[src/rtl/abs_nch_if.sv]
// Bundle of the per-sample control, data and result signals for abs_nch.
// The master side drives the bitstreams, the slave side is the design.
interface abs_nch_if #(
  parameter int unsigned CH = 4
);
  logic          clr;
  logic          en;
  logic [1:0]    mode;
  logic [CH-1:0] value;
  logic          out_valid;
  logic [CH-1:0] out;
  logic [CH-1:0] sign;

  modport master (
    output clr, en, mode, value,
    input  out_valid, out, sign
  );

  modport slave (
    input  clr, en, mode, value,
    output out_valid, out, sign
  );
endinterface

[src/rtl/abs_nch.sv]
// Multi-channel stochastic bipolar abs/ReLU/pass/negate unit.
// Each channel tracks its stream sign with a saturating up/down counter.
module abs_nch #(
  parameter int unsigned CH  = 4,
  parameter int unsigned DEP = 3
) (
  input  logic       clk,
  input  logic       rst_n,
  abs_nch_if.slave   bus
);

  typedef enum logic [1:0] {
    MODE_ABS  = 2'b00,
    MODE_RELU = 2'b01,
    MODE_PASS = 2'b10,
    MODE_NEG  = 2'b11
  } mode_e;

  localparam logic [DEP-1:0] MID = {1'b1, {(DEP-1){1'b0}}};
  localparam logic [DEP-1:0] MAX = '1;
  localparam logic [DEP-1:0] ONE = {{(DEP-1){1'b0}}, 1'b1};

  logic [DEP-1:0] cnt [CH];
  logic           z;
  logic [CH-1:0]  s;
  logic [CH-1:0]  r;
  logic [CH-1:0]  out_q;
  logic [CH-1:0]  sign_q;
  logic           valid_q;
  mode_e          mode_sel;

  assign mode_sel = mode_e'(bus.mode);

  // Sign and result both come from the counter value before this sample's update.
  always_comb begin
    s = '0;
    r = '0;
    for (int unsigned i = 0; i < CH; i++) begin
      s[i] = ~cnt[i][DEP-1];
      unique case (mode_sel)
        MODE_ABS:  r[i] = bus.value[i] ^ s[i];
        MODE_RELU: r[i] = s[i] ? z : bus.value[i];
        MODE_PASS: r[i] = bus.value[i];
        MODE_NEG:  r[i] = ~bus.value[i];
        default:   r[i] = 1'b0;
      endcase
    end
  end

  always_ff @(posedge clk or negedge rst_n) begin
    if (!rst_n) begin
      for (int unsigned i = 0; i < CH; i++) cnt[i] <= MID;
      z       <= 1'b0;
      out_q   <= '0;
      sign_q  <= '0;
      valid_q <= 1'b0;
    end else if (bus.clr) begin
      for (int unsigned i = 0; i < CH; i++) cnt[i] <= MID;
      z       <= 1'b0;
      out_q   <= '0;
      sign_q  <= '0;
      valid_q <= 1'b0;
    end else if (bus.en) begin
      for (int unsigned i = 0; i < CH; i++) begin
        if (bus.value[i] && (cnt[i] != MAX))
          cnt[i] <= cnt[i] + ONE;
        else if (!bus.value[i] && (cnt[i] != '0))
          cnt[i] <= cnt[i] - ONE;
      end
      z       <= ~z;
      out_q   <= r;
      sign_q  <= s;
      valid_q <= 1'b1;
    end else begin
      valid_q <= 1'b0;
    end
  end

  assign bus.out       = out_q;
  assign bus.sign      = sign_q;
  assign bus.out_valid = valid_q;

endmodule

[src/flat_wrapper.sv]
// flat-port wrapper written by rule: the top's interface ports become plain ports
module abs_nch_flat 
#(
  parameter int unsigned CH  = 4,
  parameter int unsigned DEP = 3
)
  (clk, rst_n, bus_clr, bus_en, bus_mode, bus_value, bus_out_valid, bus_out, bus_sign);
  abs_nch_if #(.CH(CH)) bus_i ();
  input  logic clk;
  input  logic rst_n;
  input wire logic [$bits(bus_i.clr)-1:0] bus_clr;
  input wire logic [$bits(bus_i.en)-1:0] bus_en;
  input wire logic [$bits(bus_i.mode)-1:0] bus_mode;
  input wire logic [$bits(bus_i.value)-1:0] bus_value;
  output wire logic [$bits(bus_i.out_valid)-1:0] bus_out_valid;
  output wire logic [$bits(bus_i.out)-1:0] bus_out;
  output wire logic [$bits(bus_i.sign)-1:0] bus_sign;
  assign bus_i.clr = bus_clr;
  assign bus_i.en = bus_en;
  assign bus_i.mode = bus_mode;
  assign bus_i.value = bus_value;
  assign bus_out_valid = bus_i.out_valid;
  assign bus_out = bus_i.out;
  assign bus_sign = bus_i.sign;
  abs_nch #(.CH(CH), .DEP(DEP)) u_core (.clk(clk), .rst_n(rst_n), .bus(bus_i));
endmodule
[config.mk]
export PLATFORM = sky130hd
export DESIGN_NAME = abs_nch_flat
export DESIGN_NICKNAME = d
export VERILOG_FILES = /design/src/rtl/abs_nch_if.sv /design/src/rtl/abs_nch.sv /design/src/flat_wrapper.sv
export SDC_FILE = /design/constraint.sdc
export NUM_CORES = 1
export LEC_CHECK = 0
export ABC_AREA = 1
export BUFFER_PORTS_ARGS = -buffer_cell sky130_fd_sc_hd__buf_4
export CORE_ASPECT_RATIO = 0.8
export CORE_MARGIN = 5
export CORE_UTILIZATION = 35
export CTS_CLUSTER_DIAMETER = 150
export DETAILED_ROUTE_END_ITERATION = 10
export SLEW_MARGIN = 20
export SYNTH_ARGS = -nofsm -noshare
export SYNTH_HDL_FRONTEND = slang
export SYNTH_SLANG_ARGS = --single-unit
[constraint.sdc]
create_clock -name clk -period 4.2 [get_ports clk]
set_clock_uncertainty 0.15 [all_clocks]
set_input_delay 0.63 -clock clk [delete_from_list [all_inputs] [get_ports clk]]
set_output_delay 0.63 -clock clk [all_outputs]
set_load 0.02 [all_outputs]
==> flow_metrics.py <==
metrics = {
    "placement": {
        "portBuffers": 18,
        "placed_cells": 287,
        "hpwlAfterDp_um": 2504,
        "post_dp_cell_area_sq_um": 1674,
        "gp_congestion": 0.8116,
    },
    "clock_tree": {
        "cts_num_sinks": 22,
        "insertion_delay_ns": 0.26,
        "cts_hold_buf": 0,
        "cts_setup_buffers": 0,
        "cts_tree": "done",
        "path_clk_slew_ns": 0.08,
        "clk_path_buf_depth": 2,
        "htreeDepth": 1,
        "clockRootBuffer": "clkbuf_8",
        "cts_buffers": 3,
        "post_cts_resized": 0,
    },
    "floorplan": {
        "start_util_pct": 35.71,
        "die_h_um": 68.22,
        "dieArea_sq_um": 5646,
        "ios": 19,
        "core.rowCount": 21,
        "coreArea_sq_um": 4151,
        "die-width_um": 82.77,
    },
    "setup_path": {
        "startpoint": "u_core.cnt[5]",
        "cp_slowest_cell": "dfstp_2",
        "cp_common_cell": "nand2_1",
        "r2r_cells": 9,
        "end_kind": "flip-flop",
        "cp_num_buf_inv": 3,
        "start_kind": "flip-flop",
        "slowest_delay_ns": 0.58,
        "reg2reg_to": "u_core.cnt[5]",
        "crit_chain": "inv_2, o21ai_0, inv_1, fa_1, inv_1, nand2_1, nand3_1, nand2_1, nand2_1",
        "path_max_fanout": 5,
        "ff2ff_setup_slack_ns": 2.32,
        "critPathKind": "flip-flop to flip-flop",
        "arrival_ns": 1.95,
        "r2r-start": "u_core.cnt[5]",
        "crit_family": "flip-flops",
        "cp.required_ns": 4.26,
    },
    "synth": {
        "yosysWarningCount": 0,
        "yosysUniqueCellTypes": 21,
        "synth_area_leaders": "dfrtp_1, nand2_1, dfstp_2",
        "synth-seq-area-share_pct": 37.47,
        "synth_top_area_cell": "dfrtp_1",
        "syn_inst": 214,
        "synth_top_area_share_pct": 30.38,
        "synth_common_cells": "nand2_1, inv_1, dfrtp_1, nand3_1, nor2_1",
        "synthArstFlopShare_pct": 100.0,
        "synth.most_common_cell": "nand2_1",
        "synth_edf_count": 0,
        "syn_area_per_cell_sq_um": 6.928,
        "ys_ff_latch": 22,
        "synth_ff_type": "dfrtp_1",
        "syn_nets": 228,
        "netlist_area_sq_um": 1483,
    },
    "global_routing": {
        "grt_max_degree": 23,
        "grt.overflow.total": 0,
        "grt_pass1_vias": 1320,
        "grtUsageTotal_pct": 13.78,
        "antenna_found_initial": 0,
        "grt_pass1_wl_um": 6030,
    },
    "sta": {
        "rsz0062_at_grt": "false",
        "max_slew.worst_pin.slew_ns": 0.5388,
        "finalHoldViolCount": 0,
        "finalCritPeriodShare_pct": 44.85,
        "fmax_ghz": 0.5309,
        "relSlewSlack_pct": 64.04,
        "timing.final.max_slew_violations": 0,
        "setup_viol": 0,
        "setup_tns_ns": 0,
        "min_period_ns": 1.884,
        "holdWs_ns": 0.09435,
    },
    "cells_and_area": {
        "nets": 249,
        "antennaDiodeCount": 0,
        "stdcell_count": 291,
        "drive_gt1_share_pct": 18.80,
        "stdcell_area_sq_um": 1729,
        "area_growth_syn_to_layout_pct": 16.62,
    },
    "pwr": {
        "powerDensity_nw_per_um2": 409.8,
        "power.leakage_nw": 0.9452,
        "ir_worst_vdd_uv": 216.2,
    },
    "drt": {
        "drt_wl_total_um": 3377,
        "dr.first_iter.drc_count": 50,
        "avgViaCountPerCell": 4.553,
        "firstDrtPassIters": 4,
        "post_drt_wl_per_cell_um": 11.60,
        "ant_nets": 0,
        "route.detailed.drc": 0,
        "num_vias": 1325,
    },
    "worst_hold_path": {
        "hold_class": "input pin to asynchronous set/reset pin",
    },
    "outcome": {
        "outcome": "finished clean",
    },
    "job": {
        "drv_cap": 0,
    },
}
flip-flops by register name (all words and copies together), names as in the netlist:
signal,cells
u_core.z,1
u_core.bus.sign,4
u_core.bus.out,4
u_core.bus.out_valid,1
u_core.cnt,12
area by class of cell:
class | instances | area [sq um]
clock buffer | 4 | 55.05
fill | 462 | 2422
tap | 57 | 71.32
timing repair buffer | 18 | 135.1
inverter | 30 | 115.1
multi-input combinational | 160 | 797.0
sequential | 22 | 555.5
layout by cell type (no fill, tap or decap), types with 5 or more instances in the layout:
cell type,count
a21oi_1,5
buf_4,18
dfrtp_1,18
inv_1,24
inv_2,5
nand2_1,91
nand3_1,15
nor2_1,14
o21ai_0,7
worst register-to-register path: stages, from the launching register on:
cell	delay [ns]
dfstp_2	0.58
inv_2	0.06
o21ai_0	0.18
inv_1	0.09
fa_1	0.47
inv_1	0.07
nand2_1	0.05
nand3_1	0.08
nand2_1	0.05
nand2_1	0.05
where the power goes:
group,internal (mW),switching (mW)
Sequential,0.258,0.0451
Clock,0.0837,0.0739
Combinational,0.0956,0.152
Total,0.438,0.271
cell families (layout without fill, tap and decap cells):
group	Yosys count	after routing	share of synthesized area [%]
AOI/OAI and AO/OA	20	20	8.439
xor gates and xnor gates	4	4	2.363
adders and majority gates	4	4	5.401
buffers and inverters	32	52	8.777
DFF	22	22	37.47
and+or+nand+nor	132	132	37.55
per-stage QoR:
stage	total power, mW	util, %	setup slack [ns]
6_report	0.7085	41.65	2.316
5_1_grt	0.7752	41.65	2.142
4_1_cts	0.7152	41.65	2.310
3_5_place_dp	0.5561	40.33	2.184
3_3_place_gp	0.5504	40.33	2.146
2_1_floorplan	0.4817	-	2.474
worst max-delay path by stage:
stage | cells past startpoint | end
2_1_floorplan | 7 | u_core.cnt[1]
3_3_place_gp | 6 | u_core.cnt[11]
3_5_place_dp | 6 | u_core.cnt[9]
4_1_cts | 9 | u_core.cnt[5]
5_1_grt | 9 | u_core.cnt[5]
6_report | 9 | u_core.cnt[5]
per-layer routing:
| metal | wire, um | part of all wire, % | GRT usage (%) |
|---|---|---|---|
| met1 | 1679 | 50 | 18.94 |
| met2 | 1435 | 42 | 21.50 |
| met3 | 243 | 7.2 | 4.211 |
| met4 | 19 | 0.56 | 2.653 |
| met5 | 0 | 0 | 0 |
No activity file was read; power rests on OpenSTA's default activity.
